### src/rtl/tone_detector_pkg.sv
// Shared definitions for the tone detector and the drive FSM that consumes its
// junction command: direction codes, detector states and channel indices.
package tone_detector_pkg;

  localparam int NUM_CH      = 5;
  localparam int CNT_W       = 16;
  localparam int CH_STRAIGHT = 0;
  localparam int CH_LEFT     = 1;
  localparam int CH_RIGHT    = 2;
  localparam int CH_BACK     = 3;
  localparam int CH_BEACON   = 4;

  typedef enum logic [1:0] {
    DIR_STRAIGHT = 2'b00,
    DIR_LEFT     = 2'b01,
    DIR_RIGHT    = 2'b10,
    DIR_BACK     = 2'b11
  } dir_e;

  typedef enum logic [1:0] {
    ST_IDLE    = 2'b00,
    ST_CONFIRM = 2'b01,
    ST_LOCKED  = 2'b10
  } state_e;

  // Index of the set direction bit; only meaningful when exactly one is set.
  function automatic dir_e dir_of(input logic [3:0] dirs);
    dir_e d;
    d = DIR_STRAIGHT;
    for (int i = 0; i < 4; i++) begin
      if (dirs[i]) d = dir_e'(i[1:0]);
    end
    return d;
  endfunction

endpackage

### src/rtl/tone_channel.sv
// One comparator channel: synchronizer, rising-edge detector, saturating
// per-window edge counter and the presence decision taken on the window tick.
module tone_channel
  import tone_detector_pkg::*;
#(
  parameter int MIN_EDGES = 40
) (
  input  logic clk,
  input  logic rst_n,
  input  logic bp,
  input  logic tick,
  output logic present
);

  localparam logic [CNT_W-1:0] CNT_MAX = '1;
  localparam logic [CNT_W-1:0] MIN_CNT = CNT_W'(MIN_EDGES);

  logic             sync_p0;
  logic             sync_p1;
  logic             prev_p2;
  logic             edge_det;
  logic [CNT_W-1:0] cnt;

  assign edge_det = sync_p1 & ~prev_p2;

  always_ff @(posedge clk or negedge rst_n) begin
    if (!rst_n) begin
      sync_p0 <= 1'b0;
      sync_p1 <= 1'b0;
      prev_p2 <= 1'b0;
      cnt     <= '0;
      present <= 1'b0;
    end else begin
      sync_p0 <= bp;
      sync_p1 <= sync_p0;
      prev_p2 <= sync_p1;
      // An edge on the tick cycle seeds the next window instead of closing this one.
      if (tick) begin
        cnt     <= edge_det ? CNT_W'(1) : '0;
        present <= (cnt >= MIN_CNT);
      end else if (edge_det && cnt != CNT_MAX) begin
        cnt <= cnt + CNT_W'(1);
      end
    end
  end

endmodule

### src/rtl/tone_detector.sv
// Junction tone detector: five tone channels, a measurement window counter and a
// per-window confirm/lock/loss state machine producing tdEn/tdDir.
module tone_detector
  import tone_detector_pkg::*;
#(
  parameter int WINDOW_CYCLES   = 500_000,
  parameter int MIN_EDGES       = 40,
  parameter int CONFIRM_WINDOWS = 3,
  parameter int LOSS_WINDOWS    = 2
) (
  input  logic       clk,
  input  logic       rstN,
  input  logic       bp1,
  input  logic       bp2,
  input  logic       bp3,
  input  logic       bp4,
  input  logic       bp5,
  output logic       tdEn,
  output logic [1:0] tdDir,
  output logic [4:0] tdPresent
);

  localparam int              WIN_W     = (WINDOW_CYCLES > 2) ? $clog2(WINDOW_CYCLES) : 1;
  localparam logic [WIN_W-1:0] WIN_LAST = WIN_W'(WINDOW_CYCLES - 1);
  localparam logic [7:0]      CONFIRM_N = 8'(CONFIRM_WINDOWS);
  localparam logic [7:0]      LOSS_N    = 8'(LOSS_WINDOWS);

  logic [NUM_CH-1:0] bp_vec;
  logic [NUM_CH-1:0] present;
  logic [WIN_W-1:0]  win_cnt;
  logic              tick;
  logic              eval_p1;
  logic [3:0]        dir_hot;
  logic              valid;
  dir_e              cand_new;
  dir_e              cand;
  state_e            state;
  logic [7:0]        confirm_cnt;
  logic [7:0]        loss_cnt;

  assign bp_vec = {bp5, bp4, bp3, bp2, bp1};

  for (genvar n = 0; n < NUM_CH; n++) begin : g_ch
    tone_channel #(
      .MIN_EDGES(MIN_EDGES)
    ) u_ch (
      .clk    (clk),
      .rst_n  (rstN),
      .bp     (bp_vec[n]),
      .tick   (tick),
      .present(present[n])
    );
  end

  assign tdPresent = present;
  assign tick      = (win_cnt == WIN_LAST);

  // Stage p1: the FSM runs in the cycle after the presence flags refresh.
  always_ff @(posedge clk or negedge rstN) begin
    if (!rstN) begin
      win_cnt <= '0;
      eval_p1 <= 1'b0;
    end else begin
      eval_p1 <= tick;
      win_cnt <= tick ? '0 : win_cnt + WIN_W'(1);
    end
  end

  assign dir_hot  = present[CH_BACK:CH_STRAIGHT];
  assign valid    = present[CH_BEACON] && $onehot(dir_hot);
  assign cand_new = dir_of(dir_hot);

  always_ff @(posedge clk or negedge rstN) begin
    if (!rstN) begin
      state       <= ST_IDLE;
      cand        <= DIR_STRAIGHT;
      confirm_cnt <= '0;
      loss_cnt    <= '0;
      tdEn        <= 1'b0;
      tdDir       <= DIR_STRAIGHT;
    end else if (eval_p1) begin
      case (state)
        ST_IDLE: begin
          if (valid) begin
            cand        <= cand_new;
            confirm_cnt <= 8'd1;
            loss_cnt    <= '0;
            if (CONFIRM_N <= 8'd1) begin
              state <= ST_LOCKED;
              tdEn  <= 1'b1;
              tdDir <= cand_new;
            end else begin
              state <= ST_CONFIRM;
            end
          end
        end
        ST_CONFIRM: begin
          if (!valid) begin
            state       <= ST_IDLE;
            confirm_cnt <= '0;
          end else if (cand_new != cand) begin
            cand        <= cand_new;
            confirm_cnt <= 8'd1;
          end else if (confirm_cnt + 8'd1 >= CONFIRM_N) begin
            state       <= ST_LOCKED;
            confirm_cnt <= confirm_cnt + 8'd1;
            loss_cnt    <= '0;
            tdEn        <= 1'b1;
            tdDir       <= cand;
          end else begin
            confirm_cnt <= confirm_cnt + 8'd1;
          end
        end
        ST_LOCKED: begin
          // Direction is frozen here; only the beacon decides when to let go.
          if (present[CH_BEACON]) begin
            loss_cnt <= '0;
          end else if (loss_cnt + 8'd1 >= LOSS_N) begin
            state       <= ST_IDLE;
            loss_cnt    <= '0;
            confirm_cnt <= '0;
            tdEn        <= 1'b0;
          end else begin
            loss_cnt <= loss_cnt + 8'd1;
          end
        end
        default: state <= ST_IDLE;
      endcase
    end
  end

endmodule

### config.mk
export PLATFORM = sky130hd
export DESIGN_NAME = tone_detector
export DESIGN_NICKNAME = d
export VERILOG_FILES = /design/src/rtl/tone_detector_pkg.sv /design/src/rtl/tone_channel.sv /design/src/rtl/tone_detector.sv
export SDC_FILE = /design/constraint.sdc
export NUM_CORES = 1
export LEC_CHECK = 0
export BUFFER_PORTS_ARGS = -buffer_cell sky130_fd_sc_hd__buf_4
export CORE_ASPECT_RATIO = 0.6
export CORE_MARGIN = 1.5
export CORE_UTILIZATION = 55
export CTS_BUF_LIST = sky130_fd_sc_hd__clkbuf_2 sky130_fd_sc_hd__clkbuf_4 sky130_fd_sc_hd__clkbuf_8
export CTS_CLUSTER_DIAMETER = 200
export DETAILED_ROUTE_END_ITERATION = 12
export GPL_TIMING_DRIVEN = 0
export PLACE_DENSITY = 0.71
export SETUP_SLACK_MARGIN = 0.3
export SYNTH_ARGS = -nofsm -noshare
export SYNTH_HDL_FRONTEND = slang
export SYNTH_HIERARCHICAL = 1
export SYNTH_SLANG_ARGS = --single-unit
export TNS_END_PERCENT = 20
### constraint.sdc
create_clock -name clk -period 3.9 [get_ports clk]
set_clock_uncertainty 0.15 [all_clocks]
set_input_delay 0.39 -clock clk [delete_from_list [all_inputs] [get_ports clk]]
set_output_delay 0.39 -clock clk [all_outputs]
set_load 0.05 [all_outputs]
==> results.md <==
Outcome:
- The run finished with clean final reports.

Yosys:
- Sorting the synthesized cells by how often they occur yields 143 x sky130_fd_sc_hd__dfrtp_1, 83 x sky130_fd_sc_hd__nor2_1, 57 x sky130_fd_sc_hd__nand2_1.
- The largest area contributor in the netlist is sky130_fd_sc_hd__dfrtp_1.
- The mean instance size in the synthesized netlist is 9.74 sq um.
- The number of nets in the synthesized netlist is 827.
- The instance count of the mapped netlist is 799.
- In the post-synthesis netlist, the biggest area contributors are sky130_fd_sc_hd__dfrtp_1 46%, sky130_fd_sc_hd__xnor2_1 6.1%, sky130_fd_sc_hd__nor2_1 4.0%.
- The register bit total from synthesis is 143.
- The cell area after synthesis is 0.00778 sq mm.
- The cell with the most instances after synthesis is sky130_fd_sc_hd__dfrtp_1.
- The async set-or-reset flop fraction in the synthesized netlist is 1.00.
- The number of synthesized flops with an enable pin is 0.
- The number of distinct standard cells referenced by the synthesized netlist is 60.
- Among all flip-flop cells after synthesis, the most frequent one is sky130_fd_sc_hd__dfrtp_1.
- The count of yosys warnings during synthesis is 6.
- Of the synthesized area, sequential elements account for 0.460.
- Of the post-synthesis cell area, the dominant cell type holds 0.460.

Worst setup path:
- The critical path goes through inv_1 -> fa_1 -> inv_1 -> ha_1 -> ha_1 -> and4bb_2 -> buf_4 -> nand2_1 -> o21ai_0 -> nand4_1 -> buf_4 -> o21ai_0 -> o31ai_4.
- The number of buffers and inverters on the critical path is 4.
- The category of cells accounting for the largest share of critical-path delay is adder cells.
- The arrival time of data at the critical path endpoint is 3610 ps.
- The maximum fanout along the worst path is 10.
- The delay of the slowest critical-path stage is 520 ps.
- The depth of the most critical reg-to-reg path is 13.
- STA classifies the critical path startpoint as a flop.
- The kind of end point of the critical path is a flop.
- The class of the most critical setup path is reg -> reg.
- The launching point of the worst reg2reg path is g_ch[1].u_ch/present.
- The slowest stage of the critical path belongs to the cell sky130_fd_sc_hd__dfrtp_1.
- At the worst endpoint, the required time is 4060 ps.
- The worst register-to-register path ends at confirm_cnt[3].
- The worst reg-to-reg setup slack is 450 ps.
- The total stage count of the critical path is 13.

STA:
- The headroom to the max-slew limit is 0.461.
- The total count of hold-check failures in the final report is 0.
- The clock period could shrink to 3450 ps.
- Setup repair after global routing left no endpoint under its margin.
- Of the available clock period, the critical path in the final layout requires 0.886.
- For the pin with the worst max-slew slack, the measured transition is 809 ps.
- The count of final max-slew check failures came to 0.
- After routing, the total negative slack on setup checks comes to 0 ps.
- The count of endpoints failing setup in the final report is 0.
- The peak clock frequency supported by timing is 290 MHz.

Clock network:
- The clock latency at the later pin of the worst-skew pair is 440 ps.
- TritonCTS created 17 clock buffers.
- The H-tree level count is 4.
- The buffer type at the clock tree root is sky130_fd_sc_hd__clkbuf_8.
- The tree built by TritonCTS fans out to 143 sinks.
- Counting along the longest clock path gives a buffer depth of 2.
- After clock tree synthesis, the clock-pin slew on the worst setup and hold paths is 80 ps.
- The clock tree from TritonCTS is built.

Floorplan:
- The floorplan row count is 33.
- The area enclosed by the die boundary is 0.0149 sq mm.
- The horizontal die dimension is 157 um.
- From bottom edge to top edge, the die measures 95.2 um.
- In this run the count of I/O pins placed on the die edge is 15.
- The initial utilization of the core area, before any placement, comes to 0.566.
- The core region is 0.0137 sq mm.

Layout:
- The synthesis-to-finish area growth is 11.5%.
- The number of standard cells in the final layout excluding fillers is 1046.
- 0 antenna diodes ended up in the layout.
- The proportion of layout cells with a drive suffix above 1 is 0.118.
- The fill cell instance count of the final layout is 1135.
- The number of nets in the layout is 870.

Drt:
- The final routed wirelength across all metal layers is 16000 um.
- The iteration count of the initial detailed-routing pass is 5.
- After detailed routing, the number of vias per cell comes to 5.88.
- The routed layout has 6146 vias.
- After detailed routing, the average wire length per cell comes to 15.3 um.
- The number of violations reported at the end of detailed-routing iteration 0 is 423.
- For this run, design rule violations remaining after detail routing come to 0.
- Once detail routing completed, the nets flagged for antenna violations numbered 0.

Placed design:
- The cell count after placement is 1006.
- The final RePlAce weighted congestion is 0.899.
- The HPWL after detailed placement is 11100 um.
- The number of buffers inserted by port buffering is 14.

Pwr:
- For this design the total switching power over the nets is 0.931 mW.
- The share of total power consumed by net switching is 0.273.
- The relative contribution of the clock network to total power is 0.376.
- Across the VDD grid, the largest voltage drop is 0.224 mV.
- The analysis attributes to cell leakage a power of 3.53 nW.
- The part of the total power dissipated in combinational logic is 0.100.
- The internal portion of total power is 2.48 mW.
- The power density relative to cell area is 393 mW/mm^2.
- The share of total power dissipated in sequential elements is 0.523.

Worst hold path:
- The worst hold path passes through 0 cells.
- The worst hold path terminates at g_ch[3].u_ch/sync_p1.
- The path type of the worst min-delay path is reg -> reg.
- The startpoint of the worst hold path is g_ch[3].u_ch/sync_p0.

Global routing:
- The initial antenna violation count was 0.
- Entering global routing, the biggest net connects 88 pins.
- Across every metal layer, demand over resource in global routing totals 0.235.
- The wire length of the first global-routing pass is 28000 um.
- The number of global-route vias before repair is 5889.
- The final global-route overflow total is 0.

Job:
- The max capacitance violation total is 0.
-- layout make-up --
class	instances	area (sq um)	area share
Buffer	46	267	0.0307
Sequential cell	143	3580	0.412
Tap cell	192	240	0.0277
Multi-Input combinational cell	577	3810	0.440
Clock inverter	13	191	0.0221
Inverter	33	124	0.0143
Timing Repair Buffer	24	219	0.0252
Clock buffer	18	241	0.0278
-- worst max path at each step --
| stage | startpoint | slack, ps | to |
|---|---|---|---|
| after CTS | g_ch[1].u_ch/present | 310 | confirm_cnt[3] |
| after detailed placement | g_ch[1].u_ch/present | 340 | confirm_cnt[3] |
| after global placement | g_ch[1].u_ch/present | 420 | confirm_cnt[3] |
| after floorplan | g_ch[3].u_ch/present | 440 | confirm_cnt[3] |
| final | g_ch[1].u_ch/present | 450 | confirm_cnt[3] |
| after global routing | g_ch[1].u_ch/present | 300 | confirm_cnt[3] |
-- cells by family after synthesis --
group / count (synthesis) / synth area share
flip-flops: 143 / 0.460
buffers and inverters: 79 / 0.0502
multiplexers: 14 / 0.0188
XOR/XNOR: 63 / 0.0709
AO/OA/AOI/OAI: 146 / 0.140
adder cells (fa/ha/maj): 21 / 0.0347
AND/OR/NAND/NOR: 333 / 0.226
-- power by group through the flow --
stage | logic, mW | clock network [mW] | registers [mW]
global placement | 0.312 | 0 | 1.79
floorplan | 0.249 | 0 | 1.77
finish | 0.342 | 1.28 | 1.78
global route | 0.402 | 1.38 | 1.81
CTS | 0.348 | 1.32 | 1.78
detailed placement | 0.339 | 0 | 1.81
-- state kept, by name, indices dropped and copies added, names as in the netlist, 5 cells and up --
signal	flops
win_cnt	19
loss_cnt	8
g_ch.u_ch/sync_p1	5
g_ch.u_ch/cnt	80
g_ch.u_ch/present	5
g_ch.u_ch/prev_p2	5
g_ch.u_ch/sync_p0	5
confirm_cnt	8
-- repair_timing --
item,in CTS,in global routing
resized for setup,0,0
hold buffers,6,0
buffers inserted,0,3
hold endpoints to repair,61,0
endpoints found under the setup margin,0,6
-- stage by stage --
stage	utilization	hold slack [ps]	area [sq um]	worst slack, ps	total power [mW]
floorplan	-	-55.6	7780	444	2.01
global placement	0.591	184	8130	424	2.11
detailed placement	0.594	186	8160	339	2.15
CTS	0.629	213	8650	306	3.44
global route	0.631	217	8680	304	3.59
finish	0.631	210	8680	446	3.41
-- layer usage --
layer | vias up | GRT usage | routed length, um
met5 | - | 0 | 0
met4 | 0 | 0.0579 | 149
met1 | 3013 | 0.343 | 7920
met2 | 150 | 0.357 | 7190
met3 | 13 | 0.0495 | 781
li1 | 2970 | - | -
-- cell usage in the layout (no fill, tap or decap), drive strengths merged, types with 3 or more instances in the layout --
cell type and n:
a21oi 26, a21o 5, xor2 9, buf 36, clkbuf 46, mux2i 9, o21ai 23, and4 10
xnor2 54, ha 20, o31ai 27, or2 13, nor2 83, nor4 23, nor3 21, bufinv 4
dfrtp 143, o2111ai 3, or4 20, dlygate4sd3 6, nand3 36, a211oi 31, or3 12, mux2 5
inv 33, clkinv 6, nor2b 8, clkinvlp 3, o22ai 5, nand2 57, a41oi 6, nand4 27
nand2b 7, and3 9, a31o 6
No activity file was read; power rests on OpenSTA's default activity.
